File: config.mk
export PLATFORM = sky130hd
export DESIGN_NAME = inst_loader
export DESIGN_NICKNAME = d
export VERILOG_FILES = /design/src/rtl/inst_loader.sv
export SDC_FILE = /design/constraint.sdc
export NUM_CORES = 1
export LEC_CHECK = 0
export CAP_MARGIN = 30
export CELL_PAD_IN_SITES_DETAIL_PLACEMENT = 0
export CELL_PAD_IN_SITES_GLOBAL_PLACEMENT = 2
export CORE_ASPECT_RATIO = 1.25
export CORE_MARGIN = 4
export CORE_UTILIZATION = 28
export CTS_CLUSTER_DIAMETER = 200
export DETAILED_ROUTE_END_ITERATION = 12
export PLACE_DENSITY_LB_ADDON = 0.1
export SLEW_MARGIN = 20
export SYNTH_ARGS = -nofsm -noshare
export SYNTH_HDL_FRONTEND = slang
export SYNTH_SLANG_ARGS = --single-unit
File: constraint.sdc
create_clock -name clk -period 4.05 [get_ports clk]
set_clock_uncertainty 0.15 [all_clocks]
set_input_delay 0.81 -clock clk [delete_from_list [all_inputs] [get_ports clk]]
set_output_delay 0.81 -clock clk [all_outputs]
set_load 0.02 [all_outputs]
File: src/rtl/inst_loader.sv
// Boot loader: assembles a length-prefixed little-endian byte stream into words and
// writes them to instruction RAM at consecutive addresses, holding the core until done.
module inst_loader #(
  parameter int unsigned     w         = 32,
  parameter int unsigned     MAX_WORDS = 2048,
  parameter logic [w-1:0]    BASE_ADDR = '0
) (
  input  logic         clk,
  input  logic         rst_n,
  input  logic         start,
  input  logic [7:0]   rx_data,
  input  logic         rx_valid,
  output logic         rx_ready,
  output logic         is_write,
  output logic [w-1:0] im_addr,
  output logic [w-1:0] im_inst,
  output logic         core_hold,
  output logic         busy,
  output logic         done,
  output logic         error,
  output logic [w-1:0] words_loaded
);

  localparam logic [2:0] S_IDLE  = 3'd0;
  localparam logic [2:0] S_LEN   = 3'd1;
  localparam logic [2:0] S_DATA  = 3'd2;
  localparam logic [2:0] S_WRITE = 3'd3;
  localparam logic [2:0] S_DONE  = 3'd4;
  localparam logic [2:0] S_ERR   = 3'd5;

  logic [2:0]   state_q, state_d;
  logic [1:0]   byte_cnt_q, byte_cnt_d;
  logic [w-1:0] shift_q, shift_d;
  logic [w-1:0] len_q, len_d;
  logic [w-1:0] idx_q, idx_d;
  logic [w-1:0] words_q, words_d;
  logic         is_write_q, is_write_d;
  logic [w-1:0] addr_q, addr_d;
  logic [w-1:0] inst_q, inst_d;

  logic         take;
  logic [w-1:0] shift_in;
  logic [w-1:0] idx_inc;

  assign rx_ready = (state_q == S_LEN) || (state_q == S_DATA);
  assign take     = rx_valid && rx_ready;
  // New bytes enter at the top so the first byte ends up in bits [7:0].
  assign shift_in = {rx_data, shift_q[w-1:8]};
  assign idx_inc  = idx_q + w'(1);

  always_comb begin
    state_d    = state_q;
    byte_cnt_d = byte_cnt_q;
    shift_d    = shift_q;
    len_d      = len_q;
    idx_d      = idx_q;
    words_d    = words_q;
    is_write_d = 1'b0;
    addr_d     = addr_q;
    inst_d     = inst_q;

    case (state_q)
      S_IDLE, S_DONE, S_ERR: begin
        if (start) begin
          state_d    = S_LEN;
          byte_cnt_d = 2'd0;
          idx_d      = '0;
          words_d    = '0;
        end
      end
      S_LEN: begin
        if (take) begin
          shift_d    = shift_in;
          byte_cnt_d = byte_cnt_q + 2'd1;
          if (byte_cnt_q == 2'd3) begin
            len_d = shift_in;
            if ((shift_in == '0) || (shift_in > w'(MAX_WORDS))) begin
              state_d = S_ERR;
            end else begin
              state_d = S_DATA;
            end
          end
        end
      end
      S_DATA: begin
        if (take) begin
          shift_d    = shift_in;
          byte_cnt_d = byte_cnt_q + 2'd1;
          if (byte_cnt_q == 2'd3) begin
            state_d    = S_WRITE;
            is_write_d = 1'b1;
            addr_d     = BASE_ADDR + (idx_q << 2);
            inst_d     = shift_in;
          end
        end
      end
      S_WRITE: begin
        idx_d   = idx_inc;
        words_d = words_q + w'(1);
        state_d = (idx_inc == len_q) ? S_DONE : S_DATA;
      end
      default: state_d = S_IDLE;
    endcase
  end

  always_ff @(posedge clk) begin
    if (!rst_n) begin
      state_q    <= S_IDLE;
      byte_cnt_q <= 2'd0;
      shift_q    <= '0;
      len_q      <= '0;
      idx_q      <= '0;
      words_q    <= '0;
      is_write_q <= 1'b0;
      addr_q     <= '0;
      inst_q     <= '0;
    end else begin
      state_q    <= state_d;
      byte_cnt_q <= byte_cnt_d;
      shift_q    <= shift_d;
      len_q      <= len_d;
      idx_q      <= idx_d;
      words_q    <= words_d;
      is_write_q <= is_write_d;
      addr_q     <= addr_d;
      inst_q     <= inst_d;
    end
  end

  assign is_write     = is_write_q;
  assign im_addr      = addr_q;
  assign im_inst      = inst_q;
  assign busy         = (state_q == S_LEN) || (state_q == S_DATA) || (state_q == S_WRITE);
  assign done         = (state_q == S_DONE);
  assign error        = (state_q == S_ERR);
  assign core_hold    = (state_q != S_DONE);
  assign words_loaded = words_q;

endmodule

; ---- Yosys cells after proc, flatten, opt, wreduce, memory -nomap -nowiden
; Index checks and enable logic that the tools add are counted.
; Widths: inputs -> output; s select.
[op_classes]
div = 0
n_eq_ne = 14
n_lt_le_gt_ge = 1
n_shift = 0
n_addsub = 3
bitwise = 0
n_reduce_logical = 17
n_mux = 15
multipliers = 0
[ops]
columns = op, n
row1 = $pmux 32 s2, 2
row2 = $add 32x1->32 const B, 2
row3 = $eq 32x32->1, 1
row4 = $gt 32x12->1 const B, 1
row5 = $logic_not 32->1, 1
row6 = $mux 32, 1
row7 = $mux 3, 7
row8 = $pmux 3 s4, 1
row9 = $reduce_and 3->1, 4
row10 = $eq 3x2->1 const B, 2
row11 = $eq 3x3->1 const B, 2
row12 = $ne 2x1->1 const B, 3
row13 = $ne 2x2->1 const B, 3
row14 = $reduce_and 5->1, 1
row15 = $mux 2, 2
row16 = $pmux 2 s2, 1
row17 = $reduce_and 2->1, 2
row18 = $reduce_bool 2->1, 2
row19 = $eq 3x1->1 const B, 1
row20 = $logic_not 3->1, 1
row21 = $logic_or 1x1->1, 3
row22 = $ne 3x3->1 const B, 1
row23 = $reduce_or 3->1, 1
row24 = $add 2x1->2 const B, 1
row25 = other kinds (4), 4
[totals]
rom_bits = 0
out_inout_bits = 102
word_cells = 59
ff_bits = 196
latchBits = 0
ramBits = 0
mem_count = 0
input_bits = 12

; ---- Logic depth before layout (Yosys ltp)
[depth]
depth_word = 6
ltp_mapped = 10

; ---- Least setup slack after synthesis
; No wires, ideal clock.
[synth_path]
path_kind = register to register
from = register idx_q[1]
to = register state_q[1]
setup_slack_ps = 1456
arrival_time_ps = 2329
period_less_slack_ps = 2594
setup_ps = 115
stages_incl_launch_ff = 9
n_path_buf = 0
required_ps = 3785
cell_sequence = dfxtp_1 > ha_1 > nand3_1 > or4_4 > nor3_4 > mux2_2 > o211ai_2 > nand4b_1 > o21a_1
[synth_via]
elab_chain_len = 4
[synth_rtl]
columns = element, line_no
row1 = "start, declared", 35  ; logic [w-1:0] idx_q, idx_d;
row2 = "start signal, assigned", 122  ; idx_q <= idx_d;
row3 = $add 32x1->32, 49  ; assign idx_inc = idx_q + w'(1);
row4 = $eq 32x32->1, 100  ; state_d = (idx_inc == len_q) ? S_DONE : S_DATA;
row5 = $mux 3, 100
row6 = $pmux 3 s4, 62  ; case (state_q)
row7 = "end signal, assigned", 118  ; state_q <= state_d;
row8 = "end, declared", 31  ; logic [2:0] state_q, state_d;
; No other way between the ends.
; A chain may end at the register's enable or synchronous reset.

; ---- Worst setup path in the final report
[layout_path]
from = register idx_q[0]
to = register state_q[1]
; Same word-level chain as after synthesis.

==> summary.txt <==
Cells and area
  • Design area: 10,840 µm²
  • Footprint of the multi-input gates: 4633 µm²
  • Layout cells sized above 1: 7.033%
  • FF+latch area: 3764 µm²
  • FILL cells: 3,351
  • Final net count: 1,239
  • # diodes: 0
  • Layout area overhead: 23.32%

GRT
  • First-pass GRT wire length: 45.59 mm
  • Largest net degree at the start of global routing: 66
  • Vias in the first global route: 7,826
  • GRT Total Usage: 16.66%
  • Initial antenna violation count: 0
  • Overflow after GRT: 0

Power
  • Maximum vdd drop: 0.2068 mV
  • Pwr per Cell Area: 346.4 nW/µm²
  • Static leakage: 3.510 nW

Place
  • Port Buffer Count: 111
  • RD Place Congestion: 0.7877
  • Post-DP HPWL: 19.95 mm
  • Post-DP Area: 10,240 µm²

Critical path
  • CP max FO: 8
  • CP startpoint: idx_q[0]
  • CP top delay family: simple AND/OR/NAND/NOR gates
  • Critical path capture point type: flop
  • Flop2flop setup slack: 1000 ps
  • Buf/Inv on CP: 0
  • FF-to-FF End: state_q[1]
  • CP max-delay cell: or4_4
  • Critical Path AT: 3240 ps
  • Worst r2r src: idx_q[0]
  • Crit Path Class: reg2reg
  • Path depth of the worst reg2reg path: 8
  • Worst path depth: 8
  • Critical path's largest stage delay: 610 ps
  • Critical Path RT: 4240 ps
  • CP cell instances: ha_1, nand3_1, or4_4, nor3_4, mux2_2, o211ai_2, nand4b_1, o21a_1
  • Worst setup SP type: flop
  • Capture point of the critical path: state_q[1]

Die
  • Core Area: 30,990 µm²
  • I/O pin cnt: 114
  • Initial Utilization: 28.36%
  • Die span in x: 166.5 µm
  • Die height: 206.1 µm
  • Die Area: 34,300 µm²
  • Placement Rows: 72

Clock network
  • Number of clock sinks: 188
  • Buffer count from post-CTS setup fixing: 0
  • CTS H-tree lvls: 4
  • Root Buffer: clkbuf_16
  • CTS clk-pin slew, worst paths: 80 ps
  • Hold-fix buffers, CTS: 0
  • Post-cts gate resize count: 0
  • TritonCTS buffer count: 17
  • CTS tree: built
  • Worst skew pair latency: 450 ps
  • Clock buffer depth: 2

Timing
  • Slew Viols, Final: 0
  • Setup TNS: 0 ps
  • Min Tclk post-route: 3055 ps
  • Least-Margin Pin Slew: 891.4 ps
  • Fmax: 327.3 MHz
  • Final Hold Fails: 0
  • Fin crit share: 75.43%
  • WHS: 307.3 ps
  • RSZ-0062 raised after global routing: false
  • Relative slew slack: 40.43%
  • Final setup viols: 0

Synthesis
  • Mapped cell area: 8788 µm²
  • Asr flop ratio synth: 0%
  • Yosys warns: 0
  • Cells after Synth: 1,159
  • Sequential-to-total area share from yosys stat: 42.82%
  • Library cells used by synthesis: 61
  • Seq cells post-synth: 188
  • Avg Inst Size Synth: 7.583 µm²
  • Main synth FF type: dfxtp_1
  • Post-synth EDFFs: 0

Detailed routing
  • # DRC: 0
  • Vias/cell: 4.923
  • DRT antenna net count: 0
  • Pre-antenna DRT Iters: 5
  • WL final: 28.80 mm
  • Initial DRC count: 370
  • Post-DR wirelength/cell: 17.52 µm
  • Vias: 8,094

Run status
  • Status: finished, final reports clean

Min path
  • Hold path start: im_addr[12]
  • Hold crit path type: reg2reg

Run
  • Max_cap viols: 0
-- worst register-to-register path, stage by stage (launching register included) --
cell and delay (ps):
dfxtp_1 470, ha_1 290, nand3_1 280, or4_4 610, nor3_4 370, mux2_2 400, o211ai_2 80, nand4b_1 120
o21a_1 170
-- cell families after synthesis --
logic type	share of synthesized area [%]
and+or+nand+nor	29.98
AOI/OAI and AO/OA	15.99
DFF	42.82
buffers and inverters	4.684
xor gates and xnor gates	4.357
muxes	1.694
adders and majority gates	0.4272
other	0.04267
-- power breakdown --
part | internal, mW | switching (mW)
logic | 0.0622 | 0.140
clock network | 0.823 | 0.850
registers | 1.86 | 0.0220
total | 2.74 | 1.01
-- worst min-delay path by stage --
stage,cells past startpoint,slack [ps],endpoint
after global routing,2,330,im_inst[25]
after global placement,2,300,im_inst[13]
after floorplan,2,300,len_q[10]
after CTS,2,310,im_addr[12]
after detailed placement,2,300,im_inst[12]
final,2,310,im_addr[12]
-- metrics by stage --
stage | worst slack [ps] | instances | utilization [%] | power (mW)
floorplan | 1456 | 1160 | - | 2.034
global placement | 1047 | 1611 | 33.05 | 2.130
detailed placement | 996.7 | 1611 | 33.05 | 2.129
CTS | 980.2 | 1643 | 34.92 | 3.835
global route | 772.1 | 1644 | 34.97 | 3.930
finish | 995.0 | 1644 | 34.97 | 3.754
-- placed cells by master, fill, tap and decap left out, types with 3 or more instances in the layout --
| cell | Yosys | layout |
|---|---|---|
| nand3b_1 | 5 | 5 |
| nor2_1 | 67 | 67 |
| nor4_1 | 16 | 15 |
| inv_1 | 10 | 10 |
| o211ai_1 | 5 | 5 |
| ha_1 | 3 | 3 |
| buf_12 | 0 | 3 |
| o21ai_0 | 30 | 30 |
| nor3_2 | 2 | 3 |
| inv_6 | 0 | 5 |
| xnor2_1 | 26 | 26 |
| nor2b_1 | 5 | 5 |
| and2_1 | 6 | 6 |
| clkdlybuf4s50_1 | 0 | 111 |
| a31oi_1 | 6 | 6 |
| or2_2 | 7 | 7 |
| nor3b_1 | 3 | 3 |
| o31a_1 | 3 | 3 |
| nand2_1 | 306 | 306 |
| nor3_1 | 25 | 24 |
| or3_1 | 13 | 12 |
| o21a_1 | 4 | 4 |
| and3_1 | 12 | 12 |
| xor2_1 | 15 | 15 |
| nand3_1 | 42 | 42 |
| buf_4 | 3 | 16 |
| nand2b_1 | 8 | 8 |
| a211oi_1 | 3 | 3 |
| clkinv_4 | 0 | 3 |
| a311oi_1 | 5 | 5 |
| clkinv_8 | 0 | 3 |
| or4_1 | 9 | 9 |
| nor4_2 | 3 | 4 |
| mux2_2 | 7 | 7 |
| a21oi_1 | 179 | 178 |
| dfxtp_1 | 188 | 188 |
| clkbuf_16 | 0 | 17 |
| mux2i_1 | 7 | 7 |
| nand4_1 | 20 | 20 |
-- cells in the mapped netlist, types with 3 or more instances --
library cell | number | area (µm²)
nand2_1 | 306 | 1149
dfxtp_1 | 188 | 3764
a21oi_1 | 179 | 895.9
nor2_1 | 67 | 251.5
clkbuf_1 | 64 | 240.2
nand3_1 | 42 | 210.2
o21ai_0 | 30 | 150.1
xnor2_1 | 26 | 227.7
nor3_1 | 25 | 125.1
nand4_1 | 20 | 125.1
buf_2 | 17 | 85.08
nor4_1 | 16 | 100.1
xor2_1 | 15 | 131.4
or3_1 | 13 | 81.33
and3_1 | 12 | 75.07
inv_1 | 10 | 37.54
or4_1 | 9 | 67.56
nand2b_1 | 8 | 50.05
mux2_2 | 7 | 78.83
mux2i_1 | 7 | 70.07
or2_2 | 7 | 43.79
a31oi_1 | 6 | 37.54
and2_1 | 6 | 37.54
a311oi_1 | 5 | 43.79
nand3b_1 | 5 | 37.54
nor2b_1 | 5 | 31.28
o211ai_1 | 5 | 37.54
o21a_1 | 4 | 30.03
a211oi_1 | 3 | 22.52
buf_4 | 3 | 22.52
ha_1 | 3 | 37.54
nor3b_1 | 3 | 22.52
nor4_2 | 3 | 37.54
o31a_1 | 3 | 26.28
-- metal layers --
layer	routed length (µm)	GRT usage [%]	part of all wire [%]	vias up
met5	0	0	0	-
met4	666	5.905	2.3	0
met3	705	2.258	2.4	36
met2	14280	29.45	50	136
met1	13150	20.87	46	3820
li1	-	-	-	4102
-- flip-flops by register name, indices dropped and copies added (netlist names) --
register / flops
im_addr: 30
len_q: 32
im_inst: 32
is_write: 1
words_loaded: 32
state_q: 3
shift_q: 24
idx_q: 32
byte_cnt_q: 2
-- area by class of cell --
class | count | area share [%]
Multi-Input combinational cell | 875 | 42.75
Timing Repair Buffer | 131 | 12.05
Inverter | 11 | 0.4041
Tap cell | 407 | 4.699
Clock inverter | 15 | 1.443
Sequential cell | 188 | 34.73
Clock buffer | 17 | 3.925
Note: power is estimated with default switching activity, not from simulation.
